### config.mk
export PLATFORM = sky130hd
export DESIGN_NAME = instruction_fetch_flat
export DESIGN_NICKNAME = d
export VERILOG_FILES = /design/src/rtl/instruction_fetch_pkg.sv /design/src/rtl/instruction_fetch_if.sv /design/src/rtl/instruction_fetch_prefetch_queue.sv /design/src/rtl/instruction_fetch.sv /design/src/flat_wrapper.sv
export SDC_FILE = /design/constraint.sdc
export NUM_CORES = 1
export LEC_CHECK = 0
export BUFFER_PORTS_ARGS = -buffer_cell sky130_fd_sc_hd__buf_4
export CORE_MARGIN = 1
export CORE_UTILIZATION = 52
export CTS_CLUSTER_DIAMETER = 120
export DETAILED_ROUTE_END_ITERATION = 12
export MAX_ROUTING_LAYER = met4
export PLACE_DENSITY = 0.85
export RECOVER_POWER = 50
export SLEW_MARGIN = 10
export SYNTH_ARGS = -nofsm -noshare
export SYNTH_HDL_FRONTEND = slang
export SYNTH_SLANG_ARGS = --single-unit
### constraint.sdc
create_clock -name Clk -period 7.15 [get_ports Clk]
set_clock_uncertainty 0.15 [all_clocks]
set_input_delay 0.3575 -clock Clk [delete_from_list [all_inputs] [get_ports Clk]]
set_output_delay 0.3575 -clock Clk [all_outputs]
set_load 0.005 [all_outputs]
### src/rtl/instruction_fetch_pkg.sv
// rtl/instruction_fetch_pkg.sv - shared constants, FSM encoding and entry layout for the fetch stage
package fetch_defs;

  localparam logic [31:0] NOP_INSTR        = 32'h0000_0000;
  localparam logic [31:0] DEFAULT_RESET_PC = 32'h0000_0000;

  typedef enum logic {
    FETCH   = 1'b0,
    DISCARD = 1'b1
  } fetch_state_e;

  typedef struct packed {
    logic [31:0] pc4;
    logic [31:0] instr;
  } fetch_entry_t;

  function automatic logic [31:0] word_align(input logic [31:0] addr);
    return {addr[31:2], 2'b00};
  endfunction

endpackage

### src/rtl/instruction_fetch_if.sv
// rtl/instruction_fetch_if.sv - instruction memory req/ack handshake
interface instruction_fetch_if;
  logic        imem_req;
  logic [31:0] imem_addr;
  logic        imem_ack;
  logic [31:0] imem_rdata;

  modport master (output imem_req, imem_addr, input imem_ack, imem_rdata);
  modport slave  (input imem_req, imem_addr, output imem_ack, imem_rdata);
endinterface

### src/rtl/instruction_fetch_prefetch_queue.sv
// rtl/instruction_fetch_prefetch_queue.sv - synchronous FIFO of {pc4, instr} entries
module prefetch_queue
  import fetch_defs::*;
#(
  parameter int DEPTH = 2
) (
  input  logic                   clk,
  input  logic                   rst,
  input  logic                   push,
  input  fetch_entry_t           push_data,
  input  logic                   pop,
  input  logic                   flush,
  output logic                   full,
  output logic                   empty,
  output logic [$clog2(DEPTH):0] count,
  output fetch_entry_t           head_data
);

  localparam int PTR_W = $clog2(DEPTH);
  localparam int CNT_W = PTR_W + 1;
  localparam logic [CNT_W-1:0] DEPTH_C = CNT_W'(DEPTH);

  fetch_entry_t     mem_q [DEPTH];
  logic [PTR_W-1:0] wr_ptr_q, wr_ptr_d;
  logic [PTR_W-1:0] rd_ptr_q, rd_ptr_d;
  logic [CNT_W-1:0] count_q, count_d;
  logic             do_push, do_pop;

  assign full      = (count_q == DEPTH_C);
  assign empty     = (count_q == '0);
  assign count     = count_q;
  assign head_data = mem_q[rd_ptr_q];
  assign do_push   = push && !full && !flush;
  assign do_pop    = pop && !empty && !flush;

  always_comb begin
    wr_ptr_d = wr_ptr_q;
    rd_ptr_d = rd_ptr_q;
    count_d  = count_q;
    if (flush) begin
      wr_ptr_d = '0;
      rd_ptr_d = '0;
      count_d  = '0;
    end else begin
      if (do_push) wr_ptr_d = wr_ptr_q + 1'b1;
      if (do_pop)  rd_ptr_d = rd_ptr_q + 1'b1;
      count_d = count_q + CNT_W'(do_push) - CNT_W'(do_pop);
    end
  end

  always_ff @(posedge clk or posedge rst) begin
    if (rst) begin
      wr_ptr_q <= '0;
      rd_ptr_q <= '0;
      count_q  <= '0;
      for (int i = 0; i < DEPTH; i++) mem_q[i] <= '0;
    end else begin
      wr_ptr_q <= wr_ptr_d;
      rd_ptr_q <= rd_ptr_d;
      count_q  <= count_d;
      if (do_push) mem_q[wr_ptr_q] <= push_data;
    end
  end

endmodule

### src/rtl/instruction_fetch.sv
// rtl/instruction_fetch.sv - fetch PC, imem req/ack FSM, prefetch queue and IF/ID register
module instruction_fetch
  import fetch_defs::*;
#(
  parameter logic [31:0] RESET_PC = DEFAULT_RESET_PC,
  parameter int          QDEPTH   = 2
) (
  input  logic                       Clk,
  input  logic                       Reset,
  input  logic                       Stall,
  input  logic                       RedirectValid,
  input  logic [31:0]                RedirectAddr,
  instruction_fetch_if.master        imem,
  output logic [31:0]                Instruction,
  output logic [31:0]                PCPlus4,
  output logic                       InstrValid
);

  localparam int CNT_W = $clog2(QDEPTH) + 1;
  localparam logic [CNT_W-1:0] QDEPTH_C = CNT_W'(QDEPTH);

  fetch_state_e state_q, state_d;
  logic [31:0]  fetch_pc_q, fetch_pc_d;
  logic [31:0]  discard_addr_q, discard_addr_d;
  logic [31:0]  instr_q, instr_d;
  logic [31:0]  pc4_q, pc4_d;
  logic         valid_q, valid_d;

  logic             q_push, q_pop, q_flush, q_full, q_empty;
  logic [CNT_W-1:0] q_count;
  fetch_entry_t     q_head, q_push_data;
  logic             xfer;

  // A pending request keeps its address: DISCARD replays the abandoned one until it is acked.
  assign imem.imem_req  = (state_q == DISCARD) || (q_count < QDEPTH_C);
  assign imem.imem_addr = (state_q == DISCARD) ? discard_addr_q : fetch_pc_q;
  assign xfer           = imem.imem_req && imem.imem_ack;
  assign q_push_data    = '{pc4: fetch_pc_q + 32'd4, instr: imem.imem_rdata};

  assign Instruction = instr_q;
  assign PCPlus4     = pc4_q;
  assign InstrValid  = valid_q;

  prefetch_queue #(.DEPTH(QDEPTH)) u_queue (
    .clk       (Clk),
    .rst       (Reset),
    .push      (q_push),
    .push_data (q_push_data),
    .pop       (q_pop),
    .flush     (q_flush),
    .full      (q_full),
    .empty     (q_empty),
    .count     (q_count),
    .head_data (q_head)
  );

  always_comb begin
    state_d        = state_q;
    fetch_pc_d     = fetch_pc_q;
    discard_addr_d = discard_addr_q;
    instr_d        = instr_q;
    pc4_d          = pc4_q;
    valid_d        = valid_q;
    q_push         = 1'b0;
    q_pop          = 1'b0;
    q_flush        = 1'b0;

    if (state_q == DISCARD && imem.imem_ack) state_d = FETCH;

    if (RedirectValid) begin
      fetch_pc_d = word_align(RedirectAddr);
      q_flush    = 1'b1;
      instr_d    = NOP_INSTR;
      valid_d    = 1'b0;
      if (state_q == FETCH && imem.imem_req && !imem.imem_ack) begin
        discard_addr_d = imem.imem_addr;
        state_d        = DISCARD;
      end
    end else begin
      if (state_q == FETCH && xfer && !q_full) begin
        q_push     = 1'b1;
        fetch_pc_d = fetch_pc_q + 32'd4;
      end
      if (!Stall) begin
        if (!q_empty) begin
          q_pop   = 1'b1;
          instr_d = q_head.instr;
          pc4_d   = q_head.pc4;
          valid_d = 1'b1;
        end else begin
          instr_d = NOP_INSTR;
          valid_d = 1'b0;
        end
      end
    end
  end

  always_ff @(posedge Clk or posedge Reset) begin
    if (Reset) begin
      state_q        <= FETCH;
      fetch_pc_q     <= RESET_PC;
      discard_addr_q <= '0;
      instr_q        <= NOP_INSTR;
      pc4_q          <= '0;
      valid_q        <= 1'b0;
    end else begin
      state_q        <= state_d;
      fetch_pc_q     <= fetch_pc_d;
      discard_addr_q <= discard_addr_d;
      instr_q        <= instr_d;
      pc4_q          <= pc4_d;
      valid_q        <= valid_d;
    end
  end

endmodule
### src/flat_wrapper.sv
// flat-port wrapper written by rule: the top's interface ports become plain ports
module instruction_fetch_flat import fetch_defs::*;
#(
  parameter logic [31:0] RESET_PC = DEFAULT_RESET_PC,
  parameter int          QDEPTH   = 2
)
  (Clk, Reset, Stall, RedirectValid, RedirectAddr, Instruction, PCPlus4, InstrValid, imem_imem_req, imem_imem_addr, imem_imem_ack, imem_imem_rdata);
  instruction_fetch_if imem_i ();
  input  logic Clk;
  input  logic Reset;
  input  logic Stall;
  input  logic RedirectValid;
  input  logic [31:0] RedirectAddr;
  output logic [31:0] Instruction;
  output logic [31:0] PCPlus4;
  output logic InstrValid;
  output wire logic [$bits(imem_i.imem_req)-1:0] imem_imem_req;
  output wire logic [$bits(imem_i.imem_addr)-1:0] imem_imem_addr;
  input wire logic [$bits(imem_i.imem_ack)-1:0] imem_imem_ack;
  input wire logic [$bits(imem_i.imem_rdata)-1:0] imem_imem_rdata;
  assign imem_imem_req = imem_i.imem_req;
  assign imem_imem_addr = imem_i.imem_addr;
  assign imem_i.imem_ack = imem_imem_ack;
  assign imem_i.imem_rdata = imem_imem_rdata;
  instruction_fetch #(.RESET_PC(RESET_PC), .QDEPTH(QDEPTH)) u_core (.Clk(Clk), .Reset(Reset), .Stall(Stall), .RedirectValid(RedirectValid), .RedirectAddr(RedirectAddr), .imem(imem_i), .Instruction(Instruction), .PCPlus4(PCPlus4), .InstrValid(InstrValid));
endmodule
==> flow_summary.toml <==
[setup_path]
criticalPathCategory = "reg2reg"
startpoint_type = "flip-flop"
critPathMaxFanout = 96
endpoint_kind = "flip-flop"
cp_data_arrival_time_ns = 4.84
cp_data_required_time_ns = 7.38

[sta]
timing.final.max_slew_violations = 217
timing.final.crit_share = 0.646
finalHoldViolations = 0
worst_slew_pin_slew_ns = 3.80
fin_crit_ns = 4.62
fin_setup_tns_ns = 0
setup_viol = 0
max_clock_freq_mhz = 217
rsz0062_at_grt = "no"
slew_headroom = -1.53

[power_and_ir_drop]
power_per_cell_area_mw_per_mm2 = 343
seqPwrFrac = 0.462
comb_power_share = 0.234
ir_worst_vdd_v = 0.000207
switching_share = 0.288
cell_internal_pwr_w = 0.00345
total_switching_power_w = 0.00139
share_clk_of_total_power = 0.304
power.static_leakage_nw = 6.32

[logic_synthesis]
synth-warning-count = 0
synth-seq-area-share = 0.561
cell_count_after_synthesis = 1068
mappedNetlistArea_mm2 = 0.0113
post_synth.cell_area_avg_um2 = 10.6
synthDistinctLibCells = 38
yosys_register_bits = 254

[min_path]
worstHoldPathType = "in2reg"

[drt]
vias_per_cell = 5.47
drtPass1Iterations = 5
first_iter_violations = 446
routed_wirelength_um = 26300
drtAntennaViolNets = 0
drcViolationCount = 0
wire_per_inst_um = 16.9
route.vias.total = 8486

[final_layout]
post-route-util = 0.669
mostFrequentLayoutCell = "nand2_1"
insertedDiodeCount = 0
areaGrowthSynthToFinish_pct = 25.0
finalNonFillerCells = 1551
final_nets = 1329
final_cell_mix = "nand2_1, dfrtp_1, o21ai_0"
final_instance_area_mm2 = 0.0141
layout_fillers = 1477
share_of_layout_cells_above_drive_strength_1 = 0.219

[place]
dpl.hpwl_um = 16100
postPlaceCellArea_mm2 = 0.0127
placed_cells = 1439
placement.io_buffers = 162
place_congestion = 0.825

[clock_tree]
postCtsSetupBuffers = 0
tritoncts = "done"
cts_num_sinks = 254
htree_levels = 1
clk_path_buf_depth = 3
cts_resized = 0
cts_inserted_buffers = 27
cts-root-buf = "clkbuf_16"
total_of_hold_buffers_inserted_after_clock_tree_synthesis = 64
clk_transition_reported_paths_ns = 0.06
worst_skew_pair.late_latency_ns = 0.52

[global_routing]
grt_max_degree = 97
grt_util_all_layers = 0.248
grt_antenna_before_repair = 0
first_global_vias = 8579
wire_length_of_the_first_global_routing_pass_um = 43000
gr-total-overflow = 0

[run_status]
outcome = "finished, violations left"
violations = "capacitance limit, slew limit"

[floorplan]
std_cell_rows = 53
core_area_mm2 = 0.0212
floorplan.die.height_um = 150
io_pins = 167
starting_density_of_the_core = 0.535
die_width_um = 150
die-area_mm2 = 0.0224

[run]
timing.max_cap.violations = 4
registers in the layout (all words and copies together), names as in the netlist:
register / cells
u_core.state_q: 1
u_core.u_queue.wr_ptr_q: 1
u_core.PCPlus4: 30
u_core.InstrValid: 1
u_core.Instruction: 32
u_core.u_queue.count: 2
u_core.u_queue.mem_q: 124
u_core.discard_addr_q: 32
u_core.u_queue.rd_ptr_q: 1
u_core.fetch_pc_q: 30
cell usage after synthesis, drive strengths merged:
cell | count | area [um^2]
nor3b | 1 | 12.5
mux2i | 63 | 631
dfrtp | 254 | 6360
and2 | 2 | 12.5
nor4 | 13 | 106
or3b | 1 | 8.76
nor2 | 25 | 93.8
nand4 | 16 | 113
and4 | 3 | 26.3
mux2 | 100 | 1130
nand2 | 259 | 972
nand3 | 15 | 80.1
and3 | 1 | 6.26
or3 | 1 | 6.26
ha | 3 | 37.5
xor2 | 21 | 184
nor2b | 4 | 25.0
nand3b | 1 | 7.51
or4 | 1 | 7.51
buf | 25 | 129
o21ai | 144 | 721
inv | 8 | 30.0
or2 | 2 | 12.5
nand2b | 1 | 6.26
nor3 | 9 | 45.0
clkbuf | 52 | 195
xnor2 | 39 | 342
a21o | 1 | 7.51
conb | 1 | 3.75
a21oi | 1 | 5.00
nor4b | 1 | 15.0
path summary, 6_finish.rpt:
kind	from	endpoint	slack, ns	cells past startpoint
worst max-delay path	u_core.u_queue.count[1]	u_core.u_queue.count[1]	2.53	8
worst min-delay path	RedirectValid	u_core.u_queue.count[0]	0.20	2
worst max register to register	u_core.u_queue.count[1]	u_core.u_queue.count[1]	2.53	8
worst min register to register	u_core.PCPlus4[25]	u_core.PCPlus4[25]	0.33	2
max in group asynchronous	Reset	u_core.Instruction[24]	4.47	4
min in group asynchronous	Reset	u_core.Instruction[6]	0.72	3
per-layer routing:
metal | track usage | vias to the layer above | wire (um)
li1 | - | 3968 | -
met1 | 0.327 | 4215 | 11300
met2 | 0.402 | 260 | 12900
met3 | 0.0338 | 43 | 1510
met4 | 0.0699 | 0 | 547
met5 | - | - | 0
cells by family (layout without fill, tap and decap cells):
| family | after synthesis | after routing | synth area share |
|---|---|---|---|
| mux | 163 | 163 | 0.155 |
| compound gates | 146 | 146 | 0.0648 |
| fa+ha+maj | 3 | 3 | 0.00332 |
| xor+xnor | 60 | 60 | 0.0464 |
| other cells | 1 | 2 | 0.000331 |
| simple gates | 356 | 356 | 0.137 |
| buf+inv | 85 | 292 | 0.0313 |
| flops | 254 | 254 | 0.561 |
area by class of cell:
cell class | count | area (um^2) | area share
Sequential cell | 254 | 6360 | 0.450
Tap cell | 275 | 344 | 0.0243
Inverter | 8 | 31.3 | 0.00221
Clock inverter | 10 | 181 | 0.0128
Timing Repair Buffer | 236 | 1820 | 0.129
Multi-Input combinational cell | 730 | 4650 | 0.328
Clock buffer | 38 | 767 | 0.0542
critical path, stage by stage, from the launching register on:
cell and delay, ns:
dfrtp_1 0.49, o21ai_4 0.17, clkbuf_1 2.66, inv_1 0.14, ha_1 0.43, inv_1 0.04
ha_1 0.18, xnor2_1 0.15, nor2_1 0.05
per-stage QoR:
stage / hold slack, ns / worst slack [ns] / power, W
floorplan: 0.295 / 3.30 / 0.00292
global placement: 0.307 / 3.99 / 0.00330
detailed placement: 0.311 / 3.96 / 0.00339
CTS: 0.178 / 3.93 / 0.00492
global route: 0.248 / 2.02 / 0.00513
finish: 0.200 / 2.53 / 0.00485
power by group through the flow:
stage               Sequential, W  Clock (W)  Combinational, W
floorplan                 0.00216          0          0.000755
global placement          0.00221          0           0.00109
detailed placement        0.00225          0           0.00115
CTS                       0.00223    0.00150           0.00119
global route              0.00229    0.00156           0.00128
finish                    0.00224    0.00147           0.00114
No activity file was read; power rests on OpenSTA's default activity.
